<file path="config.mk">
export PLATFORM = sky130hd
export DESIGN_NAME = frame_scanout
export DESIGN_NICKNAME = d
export VERILOG_FILES = /design/src/rtl/frame_scanout.sv
export SDC_FILE = /design/constraint.sdc
export NUM_CORES = 1
export LEC_CHECK = 0
export ABC_CLOCK_PERIOD_IN_PS = 2400
export CORE_MARGIN = 3
export CORE_UTILIZATION = 45
export DETAILED_ROUTE_END_ITERATION = 8
export HOLD_SLACK_MARGIN = 0.05
export PLACE_DENSITY = 0.8
export SYNTH_ARGS = -nofsm -noshare
export SYNTH_HDL_FRONTEND = slang
export SYNTH_SLANG_ARGS = --single-unit
</file>
<file path="constraint.sdc">
create_clock -name clk -period 2.4 [get_ports clk]
set_input_delay 0.48 -clock clk [delete_from_list [all_inputs] [get_ports clk]]
set_output_delay 0.48 -clock clk [all_outputs]
set_load 0.005 [all_outputs]
</file>
<file path="src/rtl/frame_scanout.sv">
// frame_scanout: 640x480 VGA raster and frame-buffer FIFO read-out.
// Optional SCANOUT_UNDERFLOW_EN adds sticky underflow flag and saturating count.
module frame_scanout #(
    parameter int H_ACTIVE        = 640,
    parameter int H_FRONT         = 16,
    parameter int H_SYNC          = 96,
    parameter int H_BACK          = 48,
    parameter int V_ACTIVE        = 480,
    parameter int V_FRONT         = 10,
    parameter int V_SYNC          = 2,
    parameter int V_BACK          = 33,
    parameter int REAL_COLOR_SIZE = 10
) (
    input  logic                       clk,
    input  logic                       reset,
    input  logic [15:0]                rd_word_1,
    input  logic [15:0]                rd_word_2,
    input  logic                       rd_empty,
    output logic                       rd_req,
    output logic                       fifo_load,
    output logic [9:0]                 pix_x,
    output logic [9:0]                 pix_y,
    output logic [REAL_COLOR_SIZE-1:0] vga_r,
    output logic [REAL_COLOR_SIZE-1:0] vga_g,
    output logic [REAL_COLOR_SIZE-1:0] vga_b,
    output logic                       vga_hsync_n,
    output logic                       vga_vsync_n,
    output logic                       vga_blank_n,
    output logic [15:0]                frame_count
`ifdef SCANOUT_UNDERFLOW_EN
    ,
    output logic                       underflow,
    output logic [15:0]                underflow_count
`endif
);
    localparam logic [9:0] HA  = 10'(H_ACTIVE);
    localparam logic [9:0] HS0 = 10'(H_ACTIVE + H_FRONT);
    localparam logic [9:0] HS1 = 10'(H_ACTIVE + H_FRONT + H_SYNC);
    localparam logic [9:0] HL  = 10'(H_ACTIVE + H_FRONT + H_SYNC + H_BACK - 1);
    localparam logic [9:0] VA  = 10'(V_ACTIVE);
    localparam logic [9:0] VS0 = 10'(V_ACTIVE + V_FRONT);
    localparam logic [9:0] VS1 = 10'(V_ACTIVE + V_FRONT + V_SYNC);
    localparam logic [9:0] VL  = 10'(V_ACTIVE + V_FRONT + V_SYNC + V_BACK - 1);
    localparam logic [9:0] VP  = 10'(V_ACTIVE + V_FRONT + V_SYNC + V_BACK - 2);

    logic [9:0] h_cnt, v_cnt;
    logic       h_end, v_end, active, hs_raw, vs_raw, hs_d, vs_d, drop, unused_bits;

    always_comb begin
        h_end  = h_cnt == HL;
        v_end  = v_cnt == VL;
        active = h_cnt < HA && v_cnt < VA;
        pix_x  = h_cnt < HA ? h_cnt : HA;
        pix_y  = v_cnt < VA ? v_cnt : VA;
        hs_raw = !(h_cnt >= HS0 && h_cnt < HS1);
        vs_raw = !(v_cnt >= VS0 && v_cnt < VS1);
    end

`ifdef SCANOUT_UNDERFLOW_EN
    assign drop        = rd_empty;
    assign unused_bits = rd_word_1[15] ^ rd_word_2[15];
`else
    assign drop        = 1'b0;
    assign unused_bits = ^{rd_word_1[15], rd_word_2[15], rd_empty};
`endif

    // rd_req lags the counters by one cycle; syncs get two stages so they line up with colour.
    always_ff @(posedge clk) begin
        if (reset) begin
            h_cnt       <= '0;
            v_cnt       <= '0;
            rd_req      <= 1'b0;
            fifo_load   <= 1'b0;
            vga_r       <= '0;
            vga_g       <= '0;
            vga_b       <= '0;
            hs_d        <= 1'b1;
            vs_d        <= 1'b1;
            vga_hsync_n <= 1'b1;
            vga_vsync_n <= 1'b1;
            vga_blank_n <= 1'b0;
            frame_count <= '0;
        end else begin
            h_cnt       <= h_end ? '0 : h_cnt + 10'd1;
            if (h_end)
                v_cnt   <= v_end ? '0 : v_cnt + 10'd1;
            rd_req      <= active;
            fifo_load   <= h_end && v_cnt == VP;
            {vga_r, vga_g, vga_b} <= (rd_req && !drop) ?
                {rd_word_1[9:0], rd_word_1[14:10], rd_word_2[14:10], rd_word_2[9:0]} : '0;
            hs_d        <= hs_raw;
            vs_d        <= vs_raw;
            vga_hsync_n <= hs_d;
            vga_vsync_n <= vs_d;
            vga_blank_n <= rd_req;
            if (h_end && v_end)
                frame_count <= frame_count + 16'd1;
        end
    end

`ifdef SCANOUT_UNDERFLOW_EN
    always_ff @(posedge clk) begin
        if (reset) begin
            underflow       <= 1'b0;
            underflow_count <= '0;
        end else if (rd_req && rd_empty) begin
            underflow       <= 1'b1;
            underflow_count <= underflow_count == 16'hFFFF ? underflow_count : underflow_count + 16'd1;
        end
    end
`endif
endmodule

</file>
# --- Yosys cells after proc, flatten, opt, wreduce, memory -nomap -nowiden ---
# Index checks and enable logic that the tools add are counted.
totals:
  ff_bits: 73
  latchBits: 0
  ramBits: 0
  mem_bits_ro: 0
  inputBits: 35
  out_inout_bits: 71
  wordCells: 38
  memories: 0
op_classes:
  addsub: 3
  n_mul: 0
  div: 0
  magnitude_cmp: 6
  eq_ne: 3
  n_shift: 0
  n_mux: 3
  bitwise: 1
  n_reduce_logical: 9
op_table:
  columns: ["cell", "count"]
  rows:
  - ["$eq 10x10->1 const B", 3]
  - ["$mux 10", 3]
  - ["$add 10x1->10 const B", 2]
  - ["$lt 10x10->1 const B", 2]
  - ["$lt 10x9->1 const B", 2]
  - ["$add 16x1->16 const B", 1]
  - ["$ge 10x10->1 const B", 1]
  - ["$ge 10x9->1 const B", 1]
  - ["$logic_and 1x1->1", 5]
  - ["$reduce_or 2->1", 2]
  - ["$logic_not 1->1", 2]
  - ["$not 1->1", 1]

# --- Logic depth before layout (Yosys ltp) ---
depth:
  depth_word: 3
  depth_mapped: 7
  depth_no_buf: 6

# --- Least setup slack after synthesis ---
# Ideal clock, no wire load.
synth_path:
  kind: "register to register"
  start: "register h_cnt[0]"
  end: "register frame_count[9]"
  setup_ns: 0.070
  t_arrival_ns: 1.777
  required_ns: 2.330
  slack_ns: 0.552
  path_stages_with_launch: 8
  path_buffers: 2
  period_less_slack_ns: 1.848
  cell_sequence: "dfxtp_1 -> ha_1 -> and4_1 -> buf_4 -> nand4_1 -> buf_2 -> or4_1 -> a21oi_1"
synth_between:
  elab_chain_cells: 2
synth_lines:
  columns: ["item", "line", "rtl"]
  rows:
  - ["start: declaration", "46", "logic [9:0] h_cnt, v_cnt;"]
  - ["start signal: assignment", "84", "h_cnt <= h_end ? '0 : h_cnt + 10'd1;"]
  - ["$eq 10x10->1", "50", "h_end = h_cnt == HL;"]
  - ["$logic_and 1x1->1", "96", "if (h_end && v_end)"]
  - ["end signal: assignment", "97", "frame_count <= frame_count + 16'd1;"]
  - ["end: declaration", "29", "output logic [15:0] frame_count"]
# No other way between the ends.
# A chain may end at the register's enable or synchronous reset.

# --- Worst setup path in the final report ---
layout_path:
  start: "register v_cnt[7]"
  end: "output pix_y[4]"
layout_between:
  elab_chain_cells: 2
layout_lines:
  columns: ["item", "line", "rtl"]
  rows:
  - ["start: declaration", "46", null]
  - ["start signal: assignment", "86", "v_cnt <= v_end ? '0 : v_cnt + 10'd1;"]
  - ["$lt 10x9->1", "54", "pix_y = v_cnt < VA ? v_cnt : VA;"]
  - ["$mux 10", "54", null]
  - ["end: declaration", "22", "output logic [9:0] pix_y,"]
# No other way between the ends.

==> flow_metrics.env <==
export IMPL_ys_types=40
export IMPL_initial_utilization_pct=46.8
export IMPL_synth_sequential_area_ratio_pct=48.6
export IMPL_instances_no_fill=506
export IMPL_slowest_delay_ns=0.52
export IMPL_worst_hold_slack_ns=0.406
export IMPL_synthCells=323
export IMPL_syn_num_nets=363
export IMPL_cts_buffer_depth=2
export IMPL_dp_hpwl_um=5200
export IMPL_grt_overflow_total=0
export IMPL_h_tree_depth=3
export IMPL_cap_violations=0
export IMPL_dr_pass1_iters=4
export IMPL_powerDensity_mw_per_mm2=565
export IMPL_ant_nets=0
export IMPL_crit_path_cell_trace="and3_2 -> a21oi_4 -> and2_1 -> clkdlybuf4s50_1"
export IMPL_num_rows=29
export IMPL_cp_start_kind="register"
export IMPL_synth_most_common_cell="dfxtp_1"
export IMPL_clock_skew_ns=0.00628
export IMPL_drive_gt1_share_pct=8.62
export IMPL_r2r_start="h_cnt[0]$_SDFF_PP0_"
export IMPL_nFillCells=509
export IMPL_worst_path_max_fanout=6
export IMPL_fp_coreArea_mm2=0.00642
export IMPL_clkTransAtPathRegs_ns=0.07
export IMPL_seq_area_mm2=0.00146
export IMPL_clk_latency_ns=0.34
export IMPL_vias=2703
export IMPL_holdPathStages=1
export IMPL_drt_iter0_drc=166
export IMPL_grt_pass1_wl_um=11600
export IMPL_wl_um=7290
export IMPL_dp_cells=490
export IMPL_gp_congestion=0.845
export IMPL_timing_critical_path_required_ns=1.92
export IMPL_outcome="finished, final reports clean"
export IMPL_fin_ws_ns=0.126
export IMPL_p_total_mw=2.43
export IMPL_synth_top_area_share_pct=48.6
export IMPL_finalHoldViolCount=0
export IMPL_synth_area_leaders="dfxtp_1 49%, and2_1 9.0%, or4_1 3.7%"
export IMPL_ios=106
export IMPL_r2r_slack_ns=0.21
export IMPL_multi_input_area_mm2=0.00142
export IMPL_setup_viol=0
export IMPL_syn_area_mm2=0.00300
export IMPL_yosys_area_top_type="dfxtp_1"
export IMPL_grt_pass1_vias=2417
export IMPL_yosysWarnings=0
export IMPL_slowest_stage="clkdlybuf4s50_1"
export IMPL_holdPathEnd="vga_hsync_n$_SDFF_PP1_"
export IMPL_dp_worst_setup_slack_ns=0.188
export IMPL_min_path_type="reg -> reg"
export IMPL_synth_edf_count=0
export IMPL_layout_min_cycle_time_ns=2.27
export IMPL_post_route_drc_count=0
export IMPL_syn_to_final_growth_pct=43.3
export IMPL_final_min_period_over_clock_period_pct=94.8
export IMPL_clock_sinks=73
export IMPL_p_leak_nw=1.56
export IMPL_synth_avg_cell_area_um2=9.30
export IMPL_timing_rr_end="frame_count[8]$_SDFFE_PP0P_"
export IMPL_die_area_mm2=0.00769
export IMPL_holdBufCountCts=0
export IMPL_irDropWorstVdd_mv=0.312
export IMPL_die_w_um=87.7
export IMPL_slew_violations=0
export IMPL_synthFlopType="dfxtp_1"
export IMPL_antennaDiodeCount=0
export IMPL_die_h_um=87.7
export IMPL_fin_nets=465
export IMPL_cts_tree="yes"
export IMPL_clock_fmax_ghz=0.440
export IMPL_worstPathArrival_ns=1.79
export IMPL_async_flop_share_pct=0
export IMPL_hp_start="hs_d$_SDFF_PP1_"
export IMPL_cts_inserted_buffers=9
export IMPL_antenna_found_initial=0
export IMPL_worstSetupPathType="reg -> out"
export IMPL_grt_usage_pct=19.0
export IMPL_io_buffers=101
export IMPL_end_kind="output pin"
export IMPL_clockRootBuffer="clkbuf_8"
export IMPL_wl_per_cell_um=14.4
export IMPL_postLayoutCoreUtil_pct=67.0
export IMPL_r2r_cells=5
export IMPL_grt_max_degree=32
export IMPL_synth_common_cells="73 x dfxtp_1, 43 x and2_1, 22 x a21oi_1"
export IMPL_viasPerCell=5.34
export IMPL_synth_seq_cells=73
-- cells in the final DEF (no fill, tap or decap), types with 2 or more instances in the layout --
cell / count
clkdlybuf4s50_1: 101
dfxtp_1: 72
and2_1: 43
a21oi_1: 21
nand3_1: 17
nor2_1: 16
or4_1: 15
o31ai_1: 14
nand2_1: 13
nand4_1: 11
clkbuf_8: 10
inv_1: 9
buf_4: 9
or3_1: 8
or2_2: 6
xnor2_1: 6
and3_1: 5
o21ai_0: 5
xor2_1: 5
nor3_1: 5
ha_1: 5
nor2b_1: 3
and4_1: 3
nor4_1: 3
o211ai_1: 2
nand2b_1: 2
bufinv_16: 2
clkbuf_1: 2
-- worst max-delay path by stage --
| stage | slack [ns] | to | cells after the start | startpoint |
|---|---|---|---|---|
| 6_report | 0.13 | pix_y[4] | 4 | v_cnt[7]$_SDFFE_PP0P_ |
| 5_1_grt | -0.006 | frame_count[8]$_SDFFE_PP0P_ | 5 | h_cnt[0]$_SDFF_PP0_ |
| 4_1_cts | 0.05 | pix_y[4] | 4 | v_cnt[7]$_SDFFE_PP0P_ |
| 3_5_place_dp | 0.19 | frame_count[13]$_SDFFE_PP0P_ | 5 | h_cnt[0]$_SDFF_PP0_ |
| 3_3_place_gp | 0.28 | frame_count[13]$_SDFFE_PP0P_ | 5 | h_cnt[0]$_SDFF_PP0_ |
| 2_1_floorplan | 0.55 | frame_count[9]$_SDFFE_PP0P_ | 7 | h_cnt[0]$_SDFF_PP0_ |
-- final cells by class --
type / count / share of cell area [%]
Multi-Input combinational cell: 222 / 33.1
Clock inverter: 3 / 1.51
Clock buffer: 12 / 3.37
Sequential cell: 73 / 34.0
Inverter: 9 / 0.785
Tap cell: 77 / 2.24
Timing Repair Buffer: 110 / 25.1
-- power by group --
| part | total [mW] | internal (mW) | leakage, nW | switching, mW |
|---|---|---|---|---|
| Sequential | 1.25 | 1.24 | 0.595 | 0.00976 |
| Combinational | 0.156 | 0.108 | 0.859 | 0.0484 |
| Clock | 1.03 | 0.608 | 0.106 | 0.424 |
-- repair_timing --
| item | CTS | global route |
|---|---|---|
| resized for setup | 1 | 4 |
| hold endpoints to repair | 0 | 0 |
| pin swaps | 0 | 2 |
| endpoints found under the setup margin | 5 | 13 |
| setup buffers | 0 | 1 |
-- kinds of logic (layout without fill, tap and decap cells) --
logic type | after synthesis | after routing | synth area share [%]
XOR/XNOR | 11 | 11 | 3.21
AO/OA/AOI/OAI | 47 | 47 | 9.62
AND/OR/NAND/NOR | 157 | 157 | 31.6
multiplexers | 1 | 1 | 0.375
adder cells (fa/ha/maj) | 5 | 5 | 2.08
flip-flops | 73 | 73 | 48.6
other | 1 | 1 | 0.125
buffers and inverters | 28 | 134 | 4.37
-- flip-flops by register name, summed over array words and instances, names as in the netlist --
signal       flops
frame_count     16
h_cnt           10
v_cnt           10
vga_b           10
vga_g           10
vga_r           10
fifo_load        1
hs_d             1
rd_req           1
vga_blank_n      1
vga_hsync_n      1
vga_vsync_n      1
vs_d             1
-- layer usage --
layer / global-route usage (%) / vias up / routed length, µm
li1: - / 1340 / -
met1: 23.8 / 1242 / 3340
met2: 31.3 / 113 / 3380
met3: 5.36 / 8 / 526
met4: 6.56 / 0 / 46
met5: 0 / - / 0
-- metrics by stage --
step	TNS (ns)	area (µm²)
floorplan	0	3000
global placement	0	4070
detailed placement	0	4070
CTS	0	4290
global route	-0.00575	4310
finish	0	4310
-- critical path: cells and delay by family (launching register included) --
family,cells,cell delay [ns]
AND/OR/NAND/NOR,2,0.41
buffers and inverters,1,0.52
flip-flops,1,0.36
AO/OA/AOI/OAI,1,0.17
Note: power is estimated with default switching activity, not from simulation.
